**config.mk**
```make
export PLATFORM = sky130hd
export DESIGN_NAME = ycr1_wb_burst_arb
export DESIGN_NICKNAME = d
export VERILOG_FILES = /design/src/rtl/ycr1_wb_burst_arb.sv
export SDC_FILE = /design/constraint.sdc
export NUM_CORES = 1
export LEC_CHECK = 0
export CAP_MARGIN = 25
export CORE_AREA = 5 5 132 134
export DETAILED_ROUTE_END_ITERATION = 16
export DIE_AREA = 0 0 137 139
export GPL_TIMING_DRIVEN = 1
export SYNTH_ARGS = -nofsm -noshare
export SYNTH_HDL_FRONTEND = slang
export SYNTH_SLANG_ARGS = --single-unit
export TNS_END_PERCENT = 50
```
**constraint.sdc**
```tcl
create_clock -name clk -period 6.9 [get_ports clk]
set_input_delay 1.38 -clock clk [delete_from_list [all_inputs] [get_ports clk]]
set_output_delay 1.38 -clock clk [all_outputs]
set_load 0.03 [all_outputs]
```
**src/rtl/ycr1_wb_burst_arb.sv**
```systemverilog
// Two-master round-robin arbiter for the burst Wishbone memory port.
// Holds the grant for a whole burst, forces at least one idle cycle between
// bursts, counts beats, aborts stalled bursts and rejects zero-length bursts.
module ycr1_wb_burst_arb #(
  parameter int unsigned YCR1_WB_WIDTH = 32,
  parameter int unsigned TIMEOUT       = 255,
  parameter int unsigned TMO_W         = 16
) (
  input  logic                     clk,
  input  logic                     rst,

  input  logic                     wbd_m0_stb_i,
  input  logic [YCR1_WB_WIDTH-1:0] wbd_m0_adr_i,
  input  logic                     wbd_m0_we_i,
  input  logic [YCR1_WB_WIDTH-1:0] wbd_m0_dat_i,
  input  logic [3:0]               wbd_m0_sel_i,
  input  logic [9:0]               wbd_m0_bl_i,
  output logic [YCR1_WB_WIDTH-1:0] wbd_m0_dat_o,
  output logic                     wbd_m0_ack_o,
  output logic                     wbd_m0_lack_o,
  output logic                     wbd_m0_err_o,

  input  logic                     wbd_m1_stb_i,
  input  logic [YCR1_WB_WIDTH-1:0] wbd_m1_adr_i,
  input  logic                     wbd_m1_we_i,
  input  logic [YCR1_WB_WIDTH-1:0] wbd_m1_dat_i,
  input  logic [3:0]               wbd_m1_sel_i,
  input  logic [9:0]               wbd_m1_bl_i,
  output logic [YCR1_WB_WIDTH-1:0] wbd_m1_dat_o,
  output logic                     wbd_m1_ack_o,
  output logic                     wbd_m1_lack_o,
  output logic                     wbd_m1_err_o,

  output logic                     wbd_mem_stb_o,
  output logic [YCR1_WB_WIDTH-1:0] wbd_mem_adr_o,
  output logic                     wbd_mem_we_o,
  output logic [YCR1_WB_WIDTH-1:0] wbd_mem_dat_o,
  output logic [3:0]               wbd_mem_sel_o,
  output logic [9:0]               wbd_mem_bl_o,
  input  logic [YCR1_WB_WIDTH-1:0] wbd_mem_dat_i,
  input  logic                     wbd_mem_ack_i,
  input  logic                     wbd_mem_lack_i,
  input  logic                     wbd_mem_err_i,

  output logic [1:0]               gnt_o,
  output logic                     tmo_o
);

  localparam logic             TmoEn  = (TIMEOUT != 0);
  localparam logic [TMO_W-1:0] TmoMax = (TIMEOUT == 0) ? '0 : TMO_W'(TIMEOUT - 1);

  typedef enum logic [1:0] {StIdle, StBusy, StErr} state_e;

  state_e           state_q;
  logic [1:0]       gnt_q;
  logic             last_gnt_q;   // 1: M1 was granted last
  logic [9:0]       beat_cnt_q;
  logic [TMO_W-1:0] tmo_cnt_q;
  logic             tmo_q;

  logic                     busy;
  logic                     in_err;
  logic                     pick_m1;
  logic [9:0]               pick_bl;
  logic                     g_stb;
  logic [YCR1_WB_WIDTH-1:0] g_adr;
  logic                     g_we;
  logic [YCR1_WB_WIDTH-1:0] g_dat;
  logic [3:0]               g_sel;
  logic [9:0]               g_bl;
  logic                     beat_last;
  logic                     lack_fwd;

  // Request selection and granted-master mux
  always_comb begin
    busy      = (state_q == StBusy);
    in_err    = (state_q == StErr);
    // On a tie, the master that was not granted last wins
    pick_m1   = wbd_m1_stb_i & (~wbd_m0_stb_i | ~last_gnt_q);
    pick_bl   = pick_m1 ? wbd_m1_bl_i : wbd_m0_bl_i;
    g_stb     = gnt_q[1] ? wbd_m1_stb_i : wbd_m0_stb_i;
    g_adr     = gnt_q[1] ? wbd_m1_adr_i : wbd_m0_adr_i;
    g_we      = gnt_q[1] ? wbd_m1_we_i  : wbd_m0_we_i;
    g_dat     = gnt_q[1] ? wbd_m1_dat_i : wbd_m0_dat_i;
    g_sel     = gnt_q[1] ? wbd_m1_sel_i : wbd_m0_sel_i;
    g_bl      = gnt_q[1] ? wbd_m1_bl_i  : wbd_m0_bl_i;
    beat_last = ((beat_cnt_q + 10'd1) == g_bl);
    // Last beat is flagged even when the slave forgets lack
    lack_fwd  = busy & wbd_mem_ack_i & (wbd_mem_lack_i | beat_last);
  end

  // Slave-side and master-side output steering, all decoded from state
  always_comb begin
    wbd_mem_stb_o = busy & g_stb;
    wbd_mem_adr_o = busy ? g_adr : '0;
    wbd_mem_we_o  = busy & g_we;
    wbd_mem_dat_o = busy ? g_dat : '0;
    wbd_mem_sel_o = busy ? g_sel : '0;
    wbd_mem_bl_o  = busy ? g_bl  : '0;

    wbd_m0_dat_o  = (busy & gnt_q[0]) ? wbd_mem_dat_i : '0;
    wbd_m0_ack_o  = busy & gnt_q[0] & wbd_mem_ack_i;
    wbd_m0_lack_o = gnt_q[0] & lack_fwd;
    wbd_m0_err_o  = gnt_q[0] & ((busy & wbd_mem_err_i) | in_err);

    wbd_m1_dat_o  = (busy & gnt_q[1]) ? wbd_mem_dat_i : '0;
    wbd_m1_ack_o  = busy & gnt_q[1] & wbd_mem_ack_i;
    wbd_m1_lack_o = gnt_q[1] & lack_fwd;
    wbd_m1_err_o  = gnt_q[1] & ((busy & wbd_mem_err_i) | in_err);

    gnt_o         = gnt_q;
    tmo_o         = tmo_q;
  end

  // Arbitration FSM with beat counter and no-ack watchdog
  always_ff @(posedge clk or posedge rst) begin
    if (rst) begin
      state_q    <= StIdle;
      gnt_q      <= 2'b00;
      last_gnt_q <= 1'b1;
      beat_cnt_q <= '0;
      tmo_cnt_q  <= '0;
      tmo_q      <= 1'b0;
    end else begin
      tmo_q <= 1'b0;
      unique case (state_q)
        StIdle: begin
          if (wbd_m0_stb_i | wbd_m1_stb_i) begin
            gnt_q      <= pick_m1 ? 2'b10 : 2'b01;
            last_gnt_q <= pick_m1;
            beat_cnt_q <= '0;
            tmo_cnt_q  <= '0;
            state_q    <= (pick_bl == 10'd0) ? StErr : StBusy;
          end
        end
        StBusy: begin
          if (wbd_mem_err_i || !g_stb) begin
            gnt_q   <= 2'b00;
            state_q <= StIdle;
          end else if (wbd_mem_ack_i) begin
            beat_cnt_q <= beat_cnt_q + 10'd1;
            tmo_cnt_q  <= '0;
            if (wbd_mem_lack_i || beat_last) begin
              gnt_q   <= 2'b00;
              state_q <= StIdle;
            end
          end else if (TmoEn && (tmo_cnt_q == TmoMax)) begin
            tmo_q   <= 1'b1;
            state_q <= StErr;
          end else if (tmo_cnt_q != TmoMax) begin
            tmo_cnt_q <= tmo_cnt_q + 1'b1;
          end
        end
        StErr: begin
          gnt_q   <= 2'b00;
          state_q <= StIdle;
        end
        default: begin
          gnt_q   <= 2'b00;
          state_q <= StIdle;
        end
      endcase
    end
  end

endmodule

```
==> impl_metrics.tcl, run 1 <==
set metrics [dict create \
    hold_violations 0 \
    fmax_mhz 181 \
    synth_nets 704 \
    crit_arrival_ns 4.15 \
    p_per_area_nw_per_um2 344 \
    yosys-top-cells-area "mux2i_1 21%, dfrtp_1 21%, and3_1 11%" \
    slew_headroom_pct 34.5 \
    htreeDepth 2 \
    coreArea_sq_um 16200 \
    synth_seq_cells 32 \
    synth_edf_count 0 \
    clockRootBuffer "clkbuf_16" \
    crit_fanout 5 \
    clk_pin_slew_worst_paths_ns 0.05 \
    p_leak_nw 3.03 \
    ys_async_sr_fraction_pct 100 \
    hpwl_microns 19800 \
    netSwitchingFraction_pct 55.1 \
    grt_max_degree 69 \
    cts_sinks 32 \
    syn_to_final_growth_pct 100 \
    grt_remaining_overflow 0 \
    nets 1025 \
    synthFlopType "dfrtp_1" \
    final_cell_mix "349 x clkdlybuf4s50_1, 104 x nor2_1, 79 x mux2i_1, 69 x and3_1, 30 x dfrtp_1" \
    io_buffers 349 \
    num_rows 47 \
    drt_drc_violations_left 0 \
    cp.required_ns 5.52 \
    antenna_found_initial 0 \
    synth_top_area_share_pct 21.0 \
    place_inst 1038 \
    power_mw 2.60 \
    yosysWarnings 0 \
    post-place-ws_ns 1.39 \
    critical_path.most_common_cell "clkdlybuf4s50_1" \
    p_clk_share_pct 8.5 \
    track_usage_pct 22.4 \
    clock_latency_ns 0.28 \
    slowest_stage "clkdlybuf4s50_1" \
    clk_path_buf_depth 2 \
    finalInstanceArea_sq_um 7560 \
    grt_pass1_wl_microns 31700 \
    fin_worst_skew_ns 0.00466 \
    drv_slew 0 \
    cts_tree "done" \
    dpl_cell_area_sq_um 7410 \
    min_path_type "flip-flop to flip-flop" \
    hold_ws_ns 0.538 \
    drive_above_1_share_pct 3.39 \
    timing.final.crit_share_pct 80.2 \
    worst_slack_ns 1.37 \
    die_w_microns 137 \
    routed_wl_microns 22900 \
    cts_hold_buf 0 \
    fill_cells 1538 \
    vias_per_cell 4.85 \
    wire_per_inst_microns 21.9 \
    drv_cap 0 \
    cp-start-kind "primary input" \
    syn_inst 504 \
    tightest_slew_ns 0.983 \
    syn-mean-instance-area_sq_um 7.48 \
    fin_tns_setup_ns 0 \
    die_height_microns 139 \
    die_area_sq_um 19000 \
    switchingPower_mw 1.43 \
    antenna_cells 0 \
    drtPass1Iterations 4 \
    fin_util_pct 46.8 \
    grt_pass1_vias 5093 \
    io_pins 350 \
    p_comb_share_pct 79.4 \
    layoutNonFillerInstCount 1046 \
    initial_utilization_pct 23.3 \
    pwr-share-seq_pct 12.1 \
    final_common_cell "clkdlybuf4s50_1" \
    finalSetupViolCount 0 \
    num_vias 5076 \
    yosysSeqAreaShare_pct 21.3 \
    peakVddDrop_uv 210 \
    cpPeakStageDelay_ns 0.67 \
    p_int_mw 1.17 \
    end_kind "output pin" \
    crit_type "primary input to output pin" \
    status "finished, final reports clean" \
    cts_made_buffers 5 \
    critical_path.cell_chain "clkdlybuf4s50_1 > mux2i_1 > or3_1 > a21o_1 > a221oi_1 > o211a_1 > o21a_1 > clkdlybuf4s50_1" \
    cts_resized 0 \
    drtIter0Drc 228 \
    rsz0062_at_grt "false" \
    yosysUniqueCellTypes 54 \
    synth_area_leader_cell "mux2i_1" \
    cts_setup_buffers 0 \
    gp_routability_congestion 0.913 \
    fin_crit_ns 5.53 \
    syn-cell-area_sq_um 3770 \
    ant_nets 0 \
]
-- state kept, by name (all words and copies together), names as in the netlist --
name        count
last_gnt_q      1
gnt_o           2
tmo_o           1
beat_cnt_q     10
tmo_cnt_q      16
state_q         2
-- worst max-delay path: cells and delay by family --
| family | cells | cell delay, ns |
|---|---|---|
| AND/OR/NAND/NOR | 1 | 0.41 |
| AO/OA/AOI/OAI | 4 | 1.04 |
| buffers and inverters | 2 | 1.18 |
| multiplexers | 1 | 0.13 |
-- final timing paths --
kind / from / endpoint / slack (ns) / depth (start not counted)
max in group asynchronous: rst / gnt_o[1]$_DFFE_PP0P_ / 5.06 / 3
min in group asynchronous: rst / tmo_cnt_q[8]$_DFFE_PP0P_ / 1.50 / 3
worst max register to register: gnt_o[1]$_DFFE_PP0P_ / beat_cnt_q[6]$_DFFE_PP0P_ / 3.21 / 7
worst max-delay path: wbd_m1_bl_i[6] / wbd_m0_lack_o / 1.37 / 8
worst min-delay path: last_gnt_q$_DFFE_PP1P_ / last_gnt_q$_DFFE_PP1P_ / 0.54 / 2
worst min register to register: last_gnt_q$_DFFE_PP1P_ / last_gnt_q$_DFFE_PP1P_ / 0.54 / 2
-- cell families (layout without fill, tap and decap cells) --
| family | count (synthesis) | after routing | synth area share, % |
|---|---|---|---|
| flip-flops | 32 | 32 | 21.3 |
| multiplexers | 79 | 79 | 21.0 |
| AND/OR/NAND/NOR | 259 | 259 | 35.3 |
| XOR/XNOR | 27 | 27 | 6.27 |
| adder cells (fa/ha/maj) | 3 | 3 | 0.995 |
| AO/OA/AOI/OAI | 54 | 54 | 9.85 |
| buffers and inverters | 50 | 372 | 5.34 |
-- power by group through the flow --
| stage | sequential, mW | combinational [mW] | clock (mW) |
|---|---|---|---|
| 2_1_floorplan | 0.249 | 1.25 | 0 |
| 3_3_place_gp | 0.314 | 2.07 | 0 |
| 3_5_place_dp | 0.317 | 2.09 | 0 |
| 4_1_cts | 0.314 | 2.09 | 0.224 |
| 5_1_grt | 0.324 | 2.16 | 0.232 |
| 6_report | 0.314 | 2.06 | 0.220 |
-- cell type report --
type / instances / area, sq um / share of cell area [%]
Clock inverter: 3 / 23.8 / 0.314
Timing Repair Buffer: 352 / 3520 / 46.5
Sequential cell: 32 / 806 / 10.7
Multi-Input combinational cell: 422 / 2770 / 36.6
Tap cell: 220 / 275 / 3.64
Inverter: 12 / 45.0 / 0.596
Clock buffer: 5 / 125 / 1.65
-- Yosys cell counts, types with 3 or more instances --
master      n
nand3_1     9
ha_1        3
o31ai_1     3
o21a_1      3
xnor2_1    21
xor2_1      6
nand4_1     7
nor4_1      6
clkbuf_1   29
nor2_1    104
nand2b_1    3
dfrtp_1    31
nand2_1    26
nor3_1      7
or3_1       4
o21ai_1     4
o21ai_0    19
mux2i_1    79
and3_1     69
o41ai_1     3
inv_1      12
a21oi_1     7
nand3b_1    4
nor3_2      4
buf_1       5
-- per-layer routing --
layer	up-vias	track usage, %	share of wire [%]
met5	-	0	0
met4	0	7.51	3.7
met3	32	3.81	6.3
met2	228	45.6	56
met1	2385	22.1	34
li1	2431	-	-
No activity file was read; power rests on OpenSTA's default activity.
==> run 2, diff against run 1 <==
clock period = 5.4 ns   (was 6.9 ns; I/O delays follow)
==> run 2 against run 1 <==
  * Critical path type unchanged
  * Sequential power is 20% higher
  * Clock skew is 0.0015 ns lower
  * Cell area is 0.30% higher
  * Routed wire length is 0.75% lower
  * Global-route usage hardly changed
  * Critical path depth stayed put
  * Total power is 29% higher
  * Clock power is 44% higher
  * Worst setup slack worse by 0.87 ns
  * Sequential cell count stayed put
  * Sequential share of layout area hardly changed
==> impl_metrics.tcl, run 2 (synthesis gave the netlist of run 1 again) <==
set metrics [dict create \
    critical_path.cell_chain "clkdlybuf4s50_1 > mux2i_1 > or3_1 > a21o_1 > a221oi_1 > o211a_1 > o21a_1 > clkdlybuf4s50_1" \
    htreeDepth 2 \
    hold_violations 0 \
    grt_remaining_overflow 0 \
    crit_arrival_ns 3.83 \
    largest_registers "tmo_cnt_q: 16 flops, beat_cnt_q: 10 flops" \
    p_leak_nw 3.05 \
    crit_type "primary input to output pin" \
    clockRootBuffer "clkbuf_16" \
    io_pins 350 \
    die_area_sq_um 19000 \
    num_rows 47 \
    vias_per_cell 4.85 \
    critical_path.most_common_cell "clkdlybuf4s50_1" \
    drv_cap 0 \
    clk_path_buf_depth 2 \
    timing.final.crit_share_pct 90.9 \
    syn_to_final_growth_pct 101 \
    finalInstanceArea_sq_um 7580 \
    clock_latency_ns 0.27 \
    drtIter0Drc 262 \
    drtPass1Iterations 4 \
    final_common_cell "clkdlybuf4s50_1" \
    fin_tns_setup_ns 0 \
    cp.required_ns 4.32 \
    largest_reg_flops 16 \
    cts_sinks 32 \
    cts_made_buffers 5 \
    drv_slew 0 \
    dpl_cell_area_sq_um 7420 \
    cts_tree "done" \
    routed_wl_microns 22800 \
    clk_pin_slew_worst_paths_ns 0.05 \
    cts_resized 0 \
    crit_fanout 5 \
    num_vias 5073 \
    cts_hold_buf 0 \
    antenna_found_initial 1 \
    rsz0062_at_grt "false" \
    fin_crit_ns 4.91 \
    slowest_stage "clkdlybuf4s50_1" \
    hpwl_microns 19700 \
    cts_setup_buffers 0 \
    min_path_type "flip-flop to flip-flop" \
    grt_pass1_vias 5190 \
    die_height_microns 139 \
    cp-start-kind "primary input" \
    final_cell_mix "349 x clkdlybuf4s50_1, 104 x nor2_1, 79 x mux2i_1, 69 x and3_1, 30 x dfrtp_1" \
    p_per_area_nw_per_um2 442 \
    track_usage_pct 22.4 \
    antenna_cells 0 \
    coreArea_sq_um 16200 \
    ant_nets 0 \
    gp_routability_congestion 0.929 \
    tightest_slew_ns 0.914 \
    grt_pass1_wl_microns 32000 \
    largest-register "tmo_cnt_q" \
    grt_max_degree 69 \
    drive_above_1_share_pct 3.39 \
    status "finished, final reports clean" \
    die_w_microns 137 \
    finalSetupViolCount 0 \
    end_kind "output pin" \
    peakVddDrop_uv 278 \
    io_buffers 349 \
    nets 1026 \
    fmax_mhz 204 \
    initial_utilization_pct 23.3 \
    wire_per_inst_microns 21.7 \
    cpPeakStageDelay_ns 0.68 \
    drt_drc_violations_left 0 \
    slew_headroom_pct 39.1 \
    fin_worst_skew_ns 0.00315 \
]
run 2: changes by cell type in the layout (fill, tap and decap cells not counted):
cell        previous run  this run
clkbuf_1               0         1
clkinv_4               1         0
clkinvlp_4             2         0
bufinv_16              0         1
clkinv_2               0         1
buf_4                  3         4
run 2: report_power, final:
| part | internal, mW | leakage (nW) | total (mW) | switching, mW |
|---|---|---|---|---|
| Sequential | 0.272 | 0.436 | 0.378 | 0.106 |
| Combinational | 1.05 | 2.53 | 2.66 | 1.61 |
| Clock | 0.217 | 0.0808 | 0.316 | 0.0989 |
| Total | 1.54 | 3.05 | 3.35 | 1.82 |
run 2: worst max-delay path: cells and delay by family:
family / cells / cell delay, ns
buf+inv: 2 / 1.20
compound gates: 4 / 1.02
simple gates: 1 / 0.40
mux: 1 / 0.12
run 2: cell type report:
cell class,instances,area [sq um]
clock buffer,6,129
clock inverter,2,35.0
tap,220,275
timing repair buffer,353,3520
inverter,12,45.0
multi-input combinational,422,2770
sequential,32,806
fill,1571,8590
run 2: through the flow:
stage | setup slack, ns | hold WS, ns | util (%) | power, mW | cells
final | 0.494 | 0.535 | 46.9 | 3.35 | 1047
after global routing | 0.411 | 0.571 | 46.9 | 3.50 | 1047
after CTS | 0.505 | 0.535 | 46.9 | 3.39 | 1047
after detailed placement | 0.523 | 0.527 | 45.9 | 3.07 | 1039
after global placement | 0.570 | 0.518 | 45.9 | 3.05 | 1039
after floorplan | 1.87 | 0.484 | - | 1.92 | 504
run 2: worst paths after layout:
check,to,startpoint,cells after the start,slack [ns]
worst max-delay path,wbd_m0_lack_o,wbd_m1_bl_i[6],8,0.49
worst min-delay path,last_gnt_q$_DFFE_PP1P_,last_gnt_q$_DFFE_PP1P_,2,0.53
worst max register to register,beat_cnt_q[8]$_DFFE_PP0P_,gnt_o[1]$_DFFE_PP0P_,5,2.21
worst min register to register,last_gnt_q$_DFFE_PP1P_,last_gnt_q$_DFFE_PP1P_,2,0.53
max in group asynchronous,gnt_o[1]$_DFFE_PP0P_,rst,3,3.86
min in group asynchronous,tmo_cnt_q[11]$_DFFE_PP0P_,rst,3,1.20
run 2: per-layer routing:
layer	routed length, microns	vias up	GRT usage [%]	part of all wire, %
met2	12400	242	43.1	54
met3	1650	52	4.90	7.3
met5	13	-	0	0.057
met4	1390	2	12.0	6.1
met1	7350	2351	21.7	32
li1	-	2426	-	-
